`src/rtl/alu_uart_if.sv`:
```
// alu_uart_if: collects operand A, operand B and an opcode from a byte-wide
// UART receiver, drives them to a registered ALU, then hands the ALU result
// to the UART transmitter and waits for it to finish.
// Optional feature: define ALU_UART_IF_TIMEOUT_EN to abandon a frame (and
// pulse o_error) when no byte arrives for TIMEOUT cycles in GET_B or GET_OP.
module alu_uart_if #(
    parameter int N       = 8,
    parameter int NSel    = 6,
    parameter int TIMEOUT = 1000
) (
    input  logic            i_clock,
    input  logic            i_reset,
    input  logic [N-1:0]    i_rx_data,
    input  logic            i_rx_done,
    input  logic [N-1:0]    i_alu_result,
    input  logic            i_tx_done,
    output logic [N-1:0]    o_alu_A,
    output logic [N-1:0]    o_alu_B,
    output logic [NSel-1:0] o_alu_Op,
    output logic [N-1:0]    o_tx_data,
    output logic            o_tx_start,
    output logic            o_busy,
    output logic            o_error
);

    typedef enum logic [2:0] {
        GET_A   = 3'd0,
        GET_B   = 3'd1,
        GET_OP  = 3'd2,
        EXEC    = 3'd3,
        WAIT_TX = 3'd4
    } state_t;

    state_t          state_q, state_d;
    logic [N-1:0]    alu_a_q, alu_a_d;
    logic [N-1:0]    alu_b_q, alu_b_d;
    logic [NSel-1:0] alu_op_q, alu_op_d;
    logic [N-1:0]    tx_data_q, tx_data_d;
    logic            tx_start_q, tx_start_d;
    logic            busy_q, busy_d;
    // One bit is enough: EXEC waits one edge for the ALU's internal register.
    logic            exec_cnt_q, exec_cnt_d;

`ifdef ALU_UART_IF_TIMEOUT_EN
    localparam int TW = (TIMEOUT > 1) ? $clog2(TIMEOUT) : 1;
    localparam logic [TW-1:0] TO_LAST = TW'(TIMEOUT - 1);
    logic [TW-1:0] to_cnt_q, to_cnt_d;
    logic          error_q, error_d;
`else
    // TIMEOUT only matters with the timeout feature; fold it into a sink.
    logic unused_timeout;
    assign unused_timeout = ^TIMEOUT;
`endif

    // Next-state and next-output computation for the frame sequencer.
    always_comb begin
        state_d    = state_q;
        alu_a_d    = alu_a_q;
        alu_b_d    = alu_b_q;
        alu_op_d   = alu_op_q;
        tx_data_d  = tx_data_q;
        tx_start_d = 1'b0;
        exec_cnt_d = exec_cnt_q;
`ifdef ALU_UART_IF_TIMEOUT_EN
        to_cnt_d   = '0;
        error_d    = 1'b0;
`endif
        case (state_q)
            GET_A: begin
                if (i_rx_done) begin
                    alu_a_d = i_rx_data;
                    state_d = GET_B;
                end
            end
            GET_B: begin
                if (i_rx_done) begin
                    alu_b_d = i_rx_data;
                    state_d = GET_OP;
                end
`ifdef ALU_UART_IF_TIMEOUT_EN
                else if (to_cnt_q == TO_LAST) begin
                    error_d = 1'b1;
                    state_d = GET_A;
                end else begin
                    to_cnt_d = to_cnt_q + 1'b1;
                end
`endif
            end
            GET_OP: begin
                if (i_rx_done) begin
                    alu_op_d   = i_rx_data[NSel-1:0];
                    exec_cnt_d = 1'b0;
                    state_d    = EXEC;
                end
`ifdef ALU_UART_IF_TIMEOUT_EN
                else if (to_cnt_q == TO_LAST) begin
                    error_d = 1'b1;
                    state_d = GET_A;
                end else begin
                    to_cnt_d = to_cnt_q + 1'b1;
                end
`endif
            end
            EXEC: begin
                if (!exec_cnt_q) begin
                    exec_cnt_d = 1'b1;
                end else begin
                    tx_data_d  = i_alu_result;
                    tx_start_d = 1'b1;
                    state_d    = WAIT_TX;
                end
            end
            WAIT_TX: begin
                if (i_tx_done) begin
                    state_d = GET_A;
                end
            end
            default: state_d = GET_A;
        endcase
        busy_d = (state_d != GET_A);
    end

    // State and all outputs registered; reset clears everything at once.
    always_ff @(posedge i_clock or posedge i_reset) begin
        if (i_reset) begin
            state_q    <= GET_A;
            alu_a_q    <= '0;
            alu_b_q    <= '0;
            alu_op_q   <= '0;
            tx_data_q  <= '0;
            tx_start_q <= 1'b0;
            busy_q     <= 1'b0;
            exec_cnt_q <= 1'b0;
`ifdef ALU_UART_IF_TIMEOUT_EN
            to_cnt_q   <= '0;
            error_q    <= 1'b0;
`endif
        end else begin
            state_q    <= state_d;
            alu_a_q    <= alu_a_d;
            alu_b_q    <= alu_b_d;
            alu_op_q   <= alu_op_d;
            tx_data_q  <= tx_data_d;
            tx_start_q <= tx_start_d;
            busy_q     <= busy_d;
            exec_cnt_q <= exec_cnt_d;
`ifdef ALU_UART_IF_TIMEOUT_EN
            to_cnt_q   <= to_cnt_d;
            error_q    <= error_d;
`endif
        end
    end

    assign o_alu_A    = alu_a_q;
    assign o_alu_B    = alu_b_q;
    assign o_alu_Op   = alu_op_q;
    assign o_tx_data  = tx_data_q;
    assign o_tx_start = tx_start_q;
    assign o_busy     = busy_q;
`ifdef ALU_UART_IF_TIMEOUT_EN
    assign o_error    = error_q;
`else
    assign o_error    = 1'b0;
`endif

endmodule
```
`config.mk`:
```
export PLATFORM = sky130hd
export DESIGN_NAME = alu_uart_if
export DESIGN_NICKNAME = d
export VERILOG_FILES = /design/src/rtl/alu_uart_if.sv
export SDC_FILE = /design/constraint.sdc
export NUM_CORES = 1
export LEC_CHECK = 0
export ABC_CLOCK_PERIOD_IN_PS = 2000
export CAP_MARGIN = 20
export CORE_MARGIN = 2
export CORE_UTILIZATION = 38
export DETAILED_ROUTE_END_ITERATION = 8
export PLACE_DENSITY_LB_ADDON = 0.2
export SLEW_MARGIN = 20
export SYNTH_ARGS = -nofsm -noshare
export SYNTH_HDL_FRONTEND = slang
export SYNTH_SLANG_ARGS = --single-unit
```
`constraint.sdc`:
```
create_clock -name i_clock -period 2 [get_ports i_clock]
set_input_delay 0.6 -clock i_clock [delete_from_list [all_inputs] [get_ports i_clock]]
set_output_delay 0.6 -clock i_clock [all_outputs]
set_load 0.01 [all_outputs]
```
==> impl_metrics.py <==
metrics = {
    "global_route": {
        "grt.overflow.total": 0,
        "grt_pass1_wl_um": 4940,
        "antenna_found_initial": 0,
        "grt_max_degree": 23,
        "grt_usage_pct": 15.5,
        "grt_pass1_vias": 1045,
    },
    "synth": {
        "synthCells": 93,
        "synth_seq_cells": 36,
        "avgSynthCellArea_sq_um": 15.5,
        "ys_types": 20,
        "synth_nets": 113,
        "ys_seq_area_share_pct": 62.4,
        "synth_area_sq_um": 1440,
        "yosys_warnings": 0,
    },
    "worst_hold_path": {
        "hold_class": "reg -> reg",
        "worstHoldStart": "o_alu_A[1]",
    },
    "route": {
        "dr.pass1.iters": 4,
        "wirelength_um": 2800,
        "drt_iter0_markers": 50,
        "vias": 943,
        "drc": 0,
        "via_per_inst": 4.76,
        "antenna_left": 0,
        "wl_per_cell_um": 14.1,
    },
    "clocking": {
        "cts_resized": 0,
        "htree_levels": 2,
        "cts_inserted_buffers": 5,
        "clk_pin_slew_ns": 0.06,
        "cts_tree": "yes",
        "clk_latency_ns": 0.28,
        "hold_buffers": 0,
        "cts-root-buf": "clkbuf_8",
        "cts.sinks": 36,
        "clockBufferDepth": 2,
        "cts_setup_buffers": 0,
    },
    "die": {
        "floorplan.initialDensity_pct": 39.4,
        "core-area_sq_um": 3660,
        "io_pins": 53,
        "die_x_um": 65.6,
        "die_y_um": 65.6,
        "die_area_sq_um": 4310,
        "rows": 22,
    },
    "worst_setup_path": {
        "crit_cells": 4,
        "crit_buf_inv": 2,
        "end_kind": "flip-flop",
        "start_kind": "input pin",
        "crit_path_start": "i_rx_done",
        "cp_data_required_time_ns": 2.16,
        "path_max_fanout": 6,
        "r2r-start": "state_q[0]",
        "crit_chain": "clkdlybuf4s50_1 -> nor4bb_1 -> buf_4 -> mux2_2",
        "r2r-end": "o_alu_B[7]",
        "endpoint": "o_alu_Op[2]",
        "crit_path_max_incr_delay_ns": 0.51,
        "rrSetupSlack_ns": 0.43,
        "path_delay_family": "buffers and inverters",
        "crit_arrival_ns": 1.95,
        "r2r_cells": 2,
        "cp_slowest_cell": "clkdlybuf4s50_1",
        "critical_path_class": "in -> reg",
    },
    "finish": {
        "final_common_cell": "clkdlybuf4s50_1",
        "nets": 170,
        "drive_gt1_share_pct": 31.3,
        "fill_cells": 310,
        "final_cell_mix": "clkdlybuf4s50_1 (51), dfrtp_1 (36), mux2_2 (30)",
        "antenna-diode-count": 0,
        "syn_to_final_growth_pct": 46.2,
        "final_core_util_pct": 57.7,
    },
    "placed_design": {
        "numPortBuffers": 51,
        "dp_slack_ns": -0.0826,
        "gp_congestion": 0.735,
        "dpl.hpwl_um": 2080,
    },
    "power_and_ir_drop": {
        "vdd_drop_max_mv": 0.914,
        "power_leakage_nw": 0.886,
        "powerDensity_nw_per_um2": 1600,
    },
    "timing": {
        "final_max_slew_viol_count": 0,
        "fmax_mhz": 561,
        "finClkSkew_ns": 0.00295,
        "finalCritPeriodShare_pct": 89.1,
        "rsz0062_at_grt": "false",
        "period_needed_ns": 1.78,
        "finalWorstSetupSlack_ns": 0.218,
        "finalHoldViolCount": 0,
        "finalSetupViolations": 0,
    },
    "status": {
        "outcome": "complete, no violations",
    },
    "flow_run": {
        "cap_violations": 0,
    },
}
-- worst register-to-register path, cell delays in order, from the launching register on --
cell	delay [ns]
dfrtp_1	0.59
and4bb_2	0.48
mux2_2	0.38
-- cell families after synthesis --
group / synth area share, %
DFF: 62.4
muxes: 23.4
and+or+nand+nor: 7.71
buffers and inverters: 3.38
AOI/OAI and AO/OA: 2.86
other: 0.260
-- final cells by class --
cell class,count,area [sq um],area share (%)
Clock buffer,7,96.3,4.56
Inverter,3,11.3,0.533
Multi-Input combinational cell,48,494,23.4
Sequential cell,36,901,42.7
Tap cell,48,60.1,2.85
Timing Repair Buffer,56,548,26.0
-- metrics by stage --
stage / hold WS [ns] / area [sq um] / power [mW] / instances / TNS, ns
after CTS: 0.509 / 2110 / 3.43 / 198 / 0
after global routing: 0.525 / 2110 / 3.61 / 198 / 0
after detailed placement: 0.494 / 2010 / 2.87 / 191 / -0.831
after global placement: 0.488 / 2010 / 2.81 / 191 / -0.277
final: 0.503 / 2110 / 3.37 / 198 / 0
after floorplan: 0.521 / 1440 / 2.06 / 93 / 0
-- synth_stat cells --
cell,instances,share of area (%)
mux2_2,30,23
or3_1,1,0.43
a31oi_1,1,0.43
nor4_1,1,0.43
o21ai_0,1,0.35
nand2b_1,1,0.43
inv_1,3,0.78
buf_2,3,1.0
nor4b_4,1,1.6
conb_1,1,0.26
and4bb_2,1,0.87
or3b_2,1,0.61
nand3b_1,3,1.6
nand4b_2,1,1.0
buf_4,3,1.6
a21oi_1,2,0.69
a21bo_2,1,0.69
nor4bb_1,1,0.69
dfrtp_1,36,62
a32o_1,1,0.69
-- how the worst min path moves through the flow --
stage,endpoint,slack [ns],cells past startpoint
CTS,o_alu_A[1],0.51,1
finish,o_alu_A[1],0.50,1
global route,o_alu_B[2],0.53,1
detailed placement,o_alu_A[1],0.49,1
floorplan,exec_cnt_q,0.52,1
global placement,o_alu_A[2],0.49,1
-- where the power goes --
group / switching (mW) / internal (mW)
Combinational: 0.504 / 0.982
Clock: 0.229 / 0.306
Sequential: 0.256 / 1.09
Total: 0.989 / 2.38
-- sequential cells by signal, summed over array words and instances, names as in the netlist --
signal and cells:
exec_cnt_q 1, state_q 3, o_alu_A 8, o_tx_start 1, o_alu_B 8, o_alu_Op 6
o_tx_data 8, o_busy 1
-- per-layer routing --
metal	routed length (um)	vias to the layer above	share of wire (%)	track usage, %
li1	-	436	-	-
met1	1120	475	40	17.9
met2	1480	26	53	25.1
met3	143	6	5.1	5.65
met4	60	0	2.1	7.81
met5	0	-	0	0
Power figures use the tool's default switching activity.
